### src/rtl/falafel_pkg.sv
// falafel_pkg: shared widths, constants and request/response types for the falafel LSU
package falafel_pkg;
  localparam int DATA_W = 64;
  localparam logic [DATA_W-1:0] WORD_BYTES = DATA_W'(DATA_W / 8);
  localparam logic [DATA_W-1:0] LOCK_ADDR = '0;

  typedef enum logic [2:0] {
    LOAD                    = 3'd0,
    EDIT_NEXT_ADDR          = 3'd1,
    EDIT_SIZE_AND_NEXT_ADDR = 3'd2,
    LOCK                    = 3'd3,
    UNLOCK                  = 3'd4
  } req_lsu_op_e;

  typedef struct packed {
    logic [DATA_W-1:0] addr;
    logic [DATA_W-1:0] size;
    logic [DATA_W-1:0] next_addr;
  } header_t;

  typedef struct packed {
    header_t     header;
    req_lsu_op_e lsu_op;
    logic        val;
  } header_req_t;

  typedef struct packed {
    header_t header;
    logic    val;
  } header_rsp_t;
endpackage

### src/rtl/falafel_mem_port.sv
// falafel_mem_port: single-outstanding req/gnt/rvalid sequencer driven by a level start
module falafel_mem_port
  import falafel_pkg::*;
(
  input  logic              clk_i,
  input  logic              rst_ni,
  input  logic              start,
  input  logic              we,
  input  logic [DATA_W-1:0] addr,
  input  logic [DATA_W-1:0] wdata,
  output logic              done,
  output logic [DATA_W-1:0] rdata,
  output logic              mem_req_o,
  output logic              mem_we_o,
  output logic [DATA_W-1:0] mem_addr_o,
  output logic [DATA_W-1:0] mem_wdata_o,
  input  logic              mem_gnt_i,
  input  logic              mem_rvalid_i,
  input  logic [DATA_W-1:0] mem_rdata_i
);
  logic pend;

  assign mem_req_o   = start & ~pend;
  assign mem_we_o    = start & we;
  assign mem_addr_o  = start ? addr : '0;
  assign mem_wdata_o = start ? wdata : '0;
  assign rdata       = mem_rdata_i;
  assign done        = we ? mem_req_o & mem_gnt_i
                          : start & mem_rvalid_i & (pend | (mem_req_o & mem_gnt_i));

  // a granted read without same-cycle rvalid stays pending; stray rvalid outside a read is ignored
  always_ff @(posedge clk_i or negedge rst_ni) begin
    if (!rst_ni) pend <= 1'b0;
    else if (mem_req_o & mem_gnt_i & ~we & ~mem_rvalid_i) pend <= 1'b1;
    else if (mem_rvalid_i) pend <= 1'b0;
  end
endmodule

### src/rtl/falafel_lsu.sv
// falafel_lsu: header load/edit and lock/unlock sequencer over a single memory port
module falafel_lsu
  import falafel_pkg::*;
(
  input  logic              clk_i,
  input  logic              rst_ni,
  input  header_req_t       req_i,
  output logic              lsu_ready_o,
  output header_rsp_t       rsp_o,
  input  logic              core_ready_i,
  output logic              mem_req_o,
  output logic              mem_we_o,
  output logic [DATA_W-1:0] mem_addr_o,
  output logic [DATA_W-1:0] mem_wdata_o,
  output logic              mem_lock_o,
  input  logic              mem_gnt_i,
  input  logic              mem_rvalid_i,
  input  logic [DATA_W-1:0] mem_rdata_i
);
  typedef enum logic [3:0] {
    IDLE, RD_SIZE, RD_NEXT, WR_SIZE, WR_NEXT, LOCK_RD, LOCK_WR, UNLOCK_WR, RSP
  } state_e;

  state_e            state, state_nx;
  header_t           hdr;
  req_lsu_op_e       op;
  logic              start, we, done;
  logic [DATA_W-1:0] addr, wdata, rdata;

  // next-state: each access state advances only when its memory transaction completes
  always_comb begin
    state_nx = state;
    case (state)
      IDLE:
        if (req_i.val)
          case (req_i.lsu_op)
            LOAD:                    state_nx = RD_SIZE;
            EDIT_NEXT_ADDR:          state_nx = WR_NEXT;
            EDIT_SIZE_AND_NEXT_ADDR: state_nx = WR_SIZE;
            LOCK:                    state_nx = LOCK_RD;
            UNLOCK:                  state_nx = UNLOCK_WR;
            default:                 state_nx = RSP;
          endcase
      RD_SIZE:                       state_nx = done ? RD_NEXT : state;
      WR_SIZE:                       state_nx = done ? WR_NEXT : state;
      RD_NEXT, WR_NEXT, LOCK_WR, UNLOCK_WR: state_nx = done ? RSP : state;
      LOCK_RD:                       state_nx = done && rdata == '0 ? LOCK_WR : state;
      RSP:                           state_nx = core_ready_i ? IDLE : state;
      default:                       state_nx = IDLE;
    endcase
  end

  // memory access decode and response outputs, all derived from state and captured header
  always_comb begin
    start       = !(state inside {IDLE, RSP});
    we          = state inside {WR_SIZE, WR_NEXT, LOCK_WR, UNLOCK_WR};
    addr        = state inside {RD_SIZE, WR_SIZE} ? hdr.addr
                : state inside {RD_NEXT, WR_NEXT} ? hdr.addr + WORD_BYTES : LOCK_ADDR;
    wdata       = state == WR_SIZE ? hdr.size
                : state == WR_NEXT ? hdr.next_addr
                : state == LOCK_WR ? DATA_W'(1) : '0;
    mem_lock_o  = state inside {LOCK_RD, LOCK_WR};
    lsu_ready_o = state == IDLE;
    rsp_o.val    = state == RSP;
    rsp_o.header = state == RSP && op inside {LOAD, EDIT_NEXT_ADDR, EDIT_SIZE_AND_NEXT_ADDR}
                 ? hdr : '0;
  end

  // state register, request capture on accept, and load data capture on read completion
  always_ff @(posedge clk_i or negedge rst_ni) begin
    if (!rst_ni) begin
      state <= IDLE;
      hdr   <= '0;
      op    <= LOAD;
    end else begin
      state <= state_nx;
      if (state == IDLE && req_i.val) begin
        hdr <= req_i.header;
        op  <= req_i.lsu_op;
      end
      if (state == RD_SIZE && done) hdr.size <= rdata;
      if (state == RD_NEXT && done) hdr.next_addr <= rdata;
    end
  end

  falafel_mem_port u_port (
    .clk_i       (clk_i),
    .rst_ni      (rst_ni),
    .start       (start),
    .we          (we),
    .addr        (addr),
    .wdata       (wdata),
    .done        (done),
    .rdata       (rdata),
    .mem_req_o   (mem_req_o),
    .mem_we_o    (mem_we_o),
    .mem_addr_o  (mem_addr_o),
    .mem_wdata_o (mem_wdata_o),
    .mem_gnt_i   (mem_gnt_i),
    .mem_rvalid_i(mem_rvalid_i),
    .mem_rdata_i (mem_rdata_i)
  );
endmodule

### config.mk
export PLATFORM = sky130hd
export DESIGN_NAME = falafel_lsu
export DESIGN_NICKNAME = d
export VERILOG_FILES = /design/src/rtl/falafel_pkg.sv /design/src/rtl/falafel_mem_port.sv /design/src/rtl/falafel_lsu.sv
export SDC_FILE = /design/constraint.sdc
export NUM_CORES = 1
export LEC_CHECK = 0
export ABC_CLOCK_PERIOD_IN_PS = 4600
export BUFFER_PORTS_ARGS = -buffer_cell sky130_fd_sc_hd__buf_2
export CORE_AREA = 4 4 226 228
export DETAILED_ROUTE_END_ITERATION = 16
export DIE_AREA = 0 0 230 232
export PLACE_DENSITY = 0.47
export SLEW_MARGIN = 25
export SYNTH_ARGS = -nofsm -noshare
export SYNTH_HDL_FRONTEND = slang
export SYNTH_SLANG_ARGS = --single-unit
### constraint.sdc
create_clock -name clk_i -period 4.6 [get_ports clk_i]
set_input_delay 0.69 -clock clk_i [delete_from_list [all_inputs] [get_ports clk_i]]
set_output_delay 0.69 -clock clk_i [all_outputs]
set_load 0.005 [all_outputs]
==> summary.md <==
| Metric | Value |
|---|---|
| Status | complete, no violations |
| Ys flop type | dfrtp_1 |
| Layout overhead on the synthesized area | 34.6% |
| Hold Crit Class | in -> async |
| # clock sinks | 200 |
| Skew final | 0.0187 ns |
| Crit start category | flop |
| # setup viols final | 0 |
| Syn_nets | 1519 |
| Worst-path maximum fanout | 35 |
| Internal power | 5.23 mW |
| DRC | 0 |
| Largest family of logic cells by synthesized area | compound AO/OA/AOI/OAI gates |
| Worst r2r dst | hdr[183]$_DFFE_PN0P_ |
| Max Cap Violations | 0 |
| PD cells | 560 nW/um2 |
| Area share of fa/ha/maj cells after synthesis | 0.00103 |
| Io pins | 590 |
| Synth Area in Simple Gates | 0.205 |
| Clock power frac | 0.166 |
| Register area share after synthesis | 0.412 |
| Final Cell Area | 16300 um2 |
| DR WL/cell | 24.3 um |
| Core utilization of the finished layout | 0.335 |
| Worst R2R Start | state[3]$_DFFE_PN0P_ |
| Async S/R FF share, synth | 1.00 |
| Root Buffer | clkbuf_16 |
| Post-DP HPWL | 45.8 mm |
| Die height | 232 um |
| # Post-CTS Setup Buffers | 0 |
| WHS | 0.204 ns |
| Via density | 5.15 |
| Placed instance count | 2413 |
| Syn Inst Count | 1253 |
| Reg2Reg Depth | 4 |
| Synth Area in Compound Gates | 0.268 |
| Clock-pin slew on the worst setup and hold paths | 0.08 ns |
| First-pass GRT wire length | 87.0 mm |
| Skew-Pair Late Insertion Delay | 0.50 ns |
| Arrival time at the worst endpoint | 3.38 ns |
| PortBufs | 589 |
| Non-filler cells in the finished layout | 2448 |
| Iteration-0 DRC Markers | 726 |
| FMAX | 246 MHz |
| CP Data Required Time | 3.91 ns |
| CTS Buf Count | 17 |
| Slew @ Worst Pin | 1.01 ns |
| Setup TNS | 0 ns |
| Post-route met1 wirelength | 23.6 mm |
| Worst VDD drop | 0.244 mV |
| Nets | 2034 |
| Post-CTS Hold Buffers | 0 |
| DRT Wirelength | 59.6 mm |
| Period utilization | 0.885 |
| Synthesized area | 12100 um2 |
| Register bit total from synthesis | 200 |
| Min Tclk post-route | 4.07 ns |
| Vias in the first global route | 12.9k |
| Post-synthesis cell type count | 43 |
| Post-synth EDFFs | 0 |
| Initial antenna violation count | 12 |
| Setup WS pre-CTS | 0.532 ns |
| Multiplexer area fraction after synthesis | 0.0592 |
| Setup crit end kind | primary output |
| XOR/XNOR Fraction of Synth Area | 0.0151 |
| Core box area | 48800 um2 |
| Cell row count | 81 |
| Yosys warns | 0 |
| Reg-to-reg setup timing slack | 1.43 ns |
| Max clock buf depth | 2 |
| H-tree Lvls | 4 |
| Switch Pwr | 3.91 mW |
| WL met3 | 5.20 mm |
| Grt total ovfl | 0 |
| Placed Area | 15800 um2 |
| Vias | 12.6k |
| Tot Pwr | 9.14 mW |
| CTS tree | yes |
| Max_slew headroom | 0.322 |
| Combinational Power Share | 0.433 |
| Top sig layer | met5 |
| Largest net degree at the start of global routing | 117 |
| Layout cells sized above 1 | 0.403 |
| Critical Setup Path Class | reg -> out |
| Reg power frac | 0.400 |
| Routability-driven placement congestion ratio | 0.886 |
| Die width | 230 um |
| Sw Ratio | 0.428 |
| Leakage power | 8.74 nW |
| RSZ-0062 raised after global routing | no |
| Die ar. | 53400 um2 |
| Final Hold Viols | 0 |
| Initial Utilization | 0.249 |
| Setup ws final | 0.529 ns |
| TritonRoute pass-1 iters | 5 |
| All-Layer GR Usage | 0.217 |
| Routed Antenna Nets | 0 |
| Final Max Tran Viols | 0 |
| Syn Area/Cell | 9.69 um2 |
| Met2 wire length | 29.2 mm |
-- worst max-delay path by stage --
| stage | from | to | slack [ns] | cells past startpoint |
|---|---|---|---|---|
| after floorplan | hdr[149]$_DFFE_PN0P_ | mem_addr_o[57] | 1.60 | 7 |
| after global placement | state[0]$_DFFE_PN0P_ | mem_addr_o[49] | 0.55 | 6 |
| after detailed placement | state[0]$_DFFE_PN0P_ | mem_addr_o[53] | 0.53 | 6 |
| after CTS | state[0]$_DFFE_PN0P_ | mem_addr_o[60] | 0.18 | 6 |
| after global routing | hdr[149]$_DFFE_PN0P_ | mem_addr_o[50] | 0.27 | 6 |
| final | state[0]$_DFFE_PN0P_ | mem_addr_o[52] | 0.53 | 6 |
-- power by group through the flow --
stage | sequential [mW] | clock [mW] | combinational, mW
finish | 3.66 | 1.52 | 3.96
global route | 3.80 | 1.64 | 4.34
CTS | 3.66 | 1.59 | 4.00
detailed placement | 3.69 | 0 | 3.99
global placement | 3.65 | 0 | 3.97
floorplan | 3.21 | 0 | 2.57
-- logic make-up after synthesis --
| logic type | count (synthesis) |
|---|---|
| AND/OR/NAND/NOR | 426 |
| buffers and inverters | 121 |
| adder cells (fa/ha/maj) | 1 |
| multiplexers | 64 |
| AO/OA/AOI/OAI | 420 |
| flip-flops | 200 |
| XOR/XNOR | 21 |
-- worst max-delay path: stages, from the launching register on --
cell and delay, ns:
dfrtp_1 0.64, nor3b_2 0.80, nor2_4 0.35, buf_4 0.33
or4_1 0.51, nand2_1 0.09, buf_2 0.12
-- synthesized netlist by cell type (2+ instances only) --
cell type  count  area (um2)
o21ai_0       25         125
buf_1         13        48.8
a22o_1       194        1700
xor2_1        10        87.6
buf_2          7        35.0
or3_1         13        81.3
nand2_1       41         154
or4_1         26         195
nor3_1         9        45.0
nor2b_1        3        18.8
nor2_1        36         135
and3_1        12        75.1
mux2_2        63         709
a211oi_1       2        15.0
o211a_1        2        20.0
o211ai_1       8        60.1
o31ai_1       21         158
a21oi_1       35         175
and4_1         6        52.6
nor4_1        24         150
nand2b_1       2        12.5
clkbuf_1      88         330
nand3_1       27         135
xnor2_1       11        96.3
and2_1       200        1250
dfrtp_1      200        5000
nand4_1       22         138
a21o_1       128         961
inv_1         11        41.3
-- placed cells by master, fill, tap and decap left out, types with 2 or more instances in the layout --
cell,instances
buf_12,5
a22o_1,194
and3_1,11
nor3_1,7
diode_2,4
dfrtp_1,200
nand2b_1,2
nand2_1,41
nor3_2,2
a21oi_1,35
o21ai_0,25
o211a_1,2
a211oi_1,2
o211ai_1,8
nand3_1,26
xnor2_1,11
clkbuf_8,2
or3_1,13
nor2_1,33
clkinv_2,2
o31ai_1,21
clkinv_4,3
nor2_4,3
inv_8,4
nor2b_1,3
and4_1,6
mux2_2,63
nor4_1,21
nand4_1,22
nor4_2,3
a21o_1,128
inv_1,11
or4_1,26
xor2_1,10
buf_2,588
and2_1,199
buf_4,12
clkbuf_16,17
-- repair_timing --
| item | in CTS | in global routing |
|---|---|---|
| hold endpoints to repair | 0 | 0 |
| gates resized for setup | 1 | 1 |
| endpoints found under the setup margin | 6 | 10 |
-- registers in the layout, summed over array words and instances, names as in the netlist --
register and flops:
op 3, state 4, hdr 192, u_port.pend 1
-- cell type report --
type | instances | area, um2
Sequential cell | 200 | 5000
Inverter | 11 | 41.3
Tap cell | 664 | 831
Antenna cell | 4 | 10.0
Clock inverter | 12 | 114
Clock buffer | 19 | 453
Fill cell | 5243 | 32500
Multi-Input combinational cell | 932 | 6740
Timing Repair Buffer | 606 | 3150
-- per-layer routing --
layer / vias up / global-route usage
met5: - / 0
met4: 14 / 0.0692
met1: 6259 / 0.255
met3: 70 / 0.0743
met2: 567 / 0.373
li1: 5697 / -
Power figures use the tool's default switching activity.
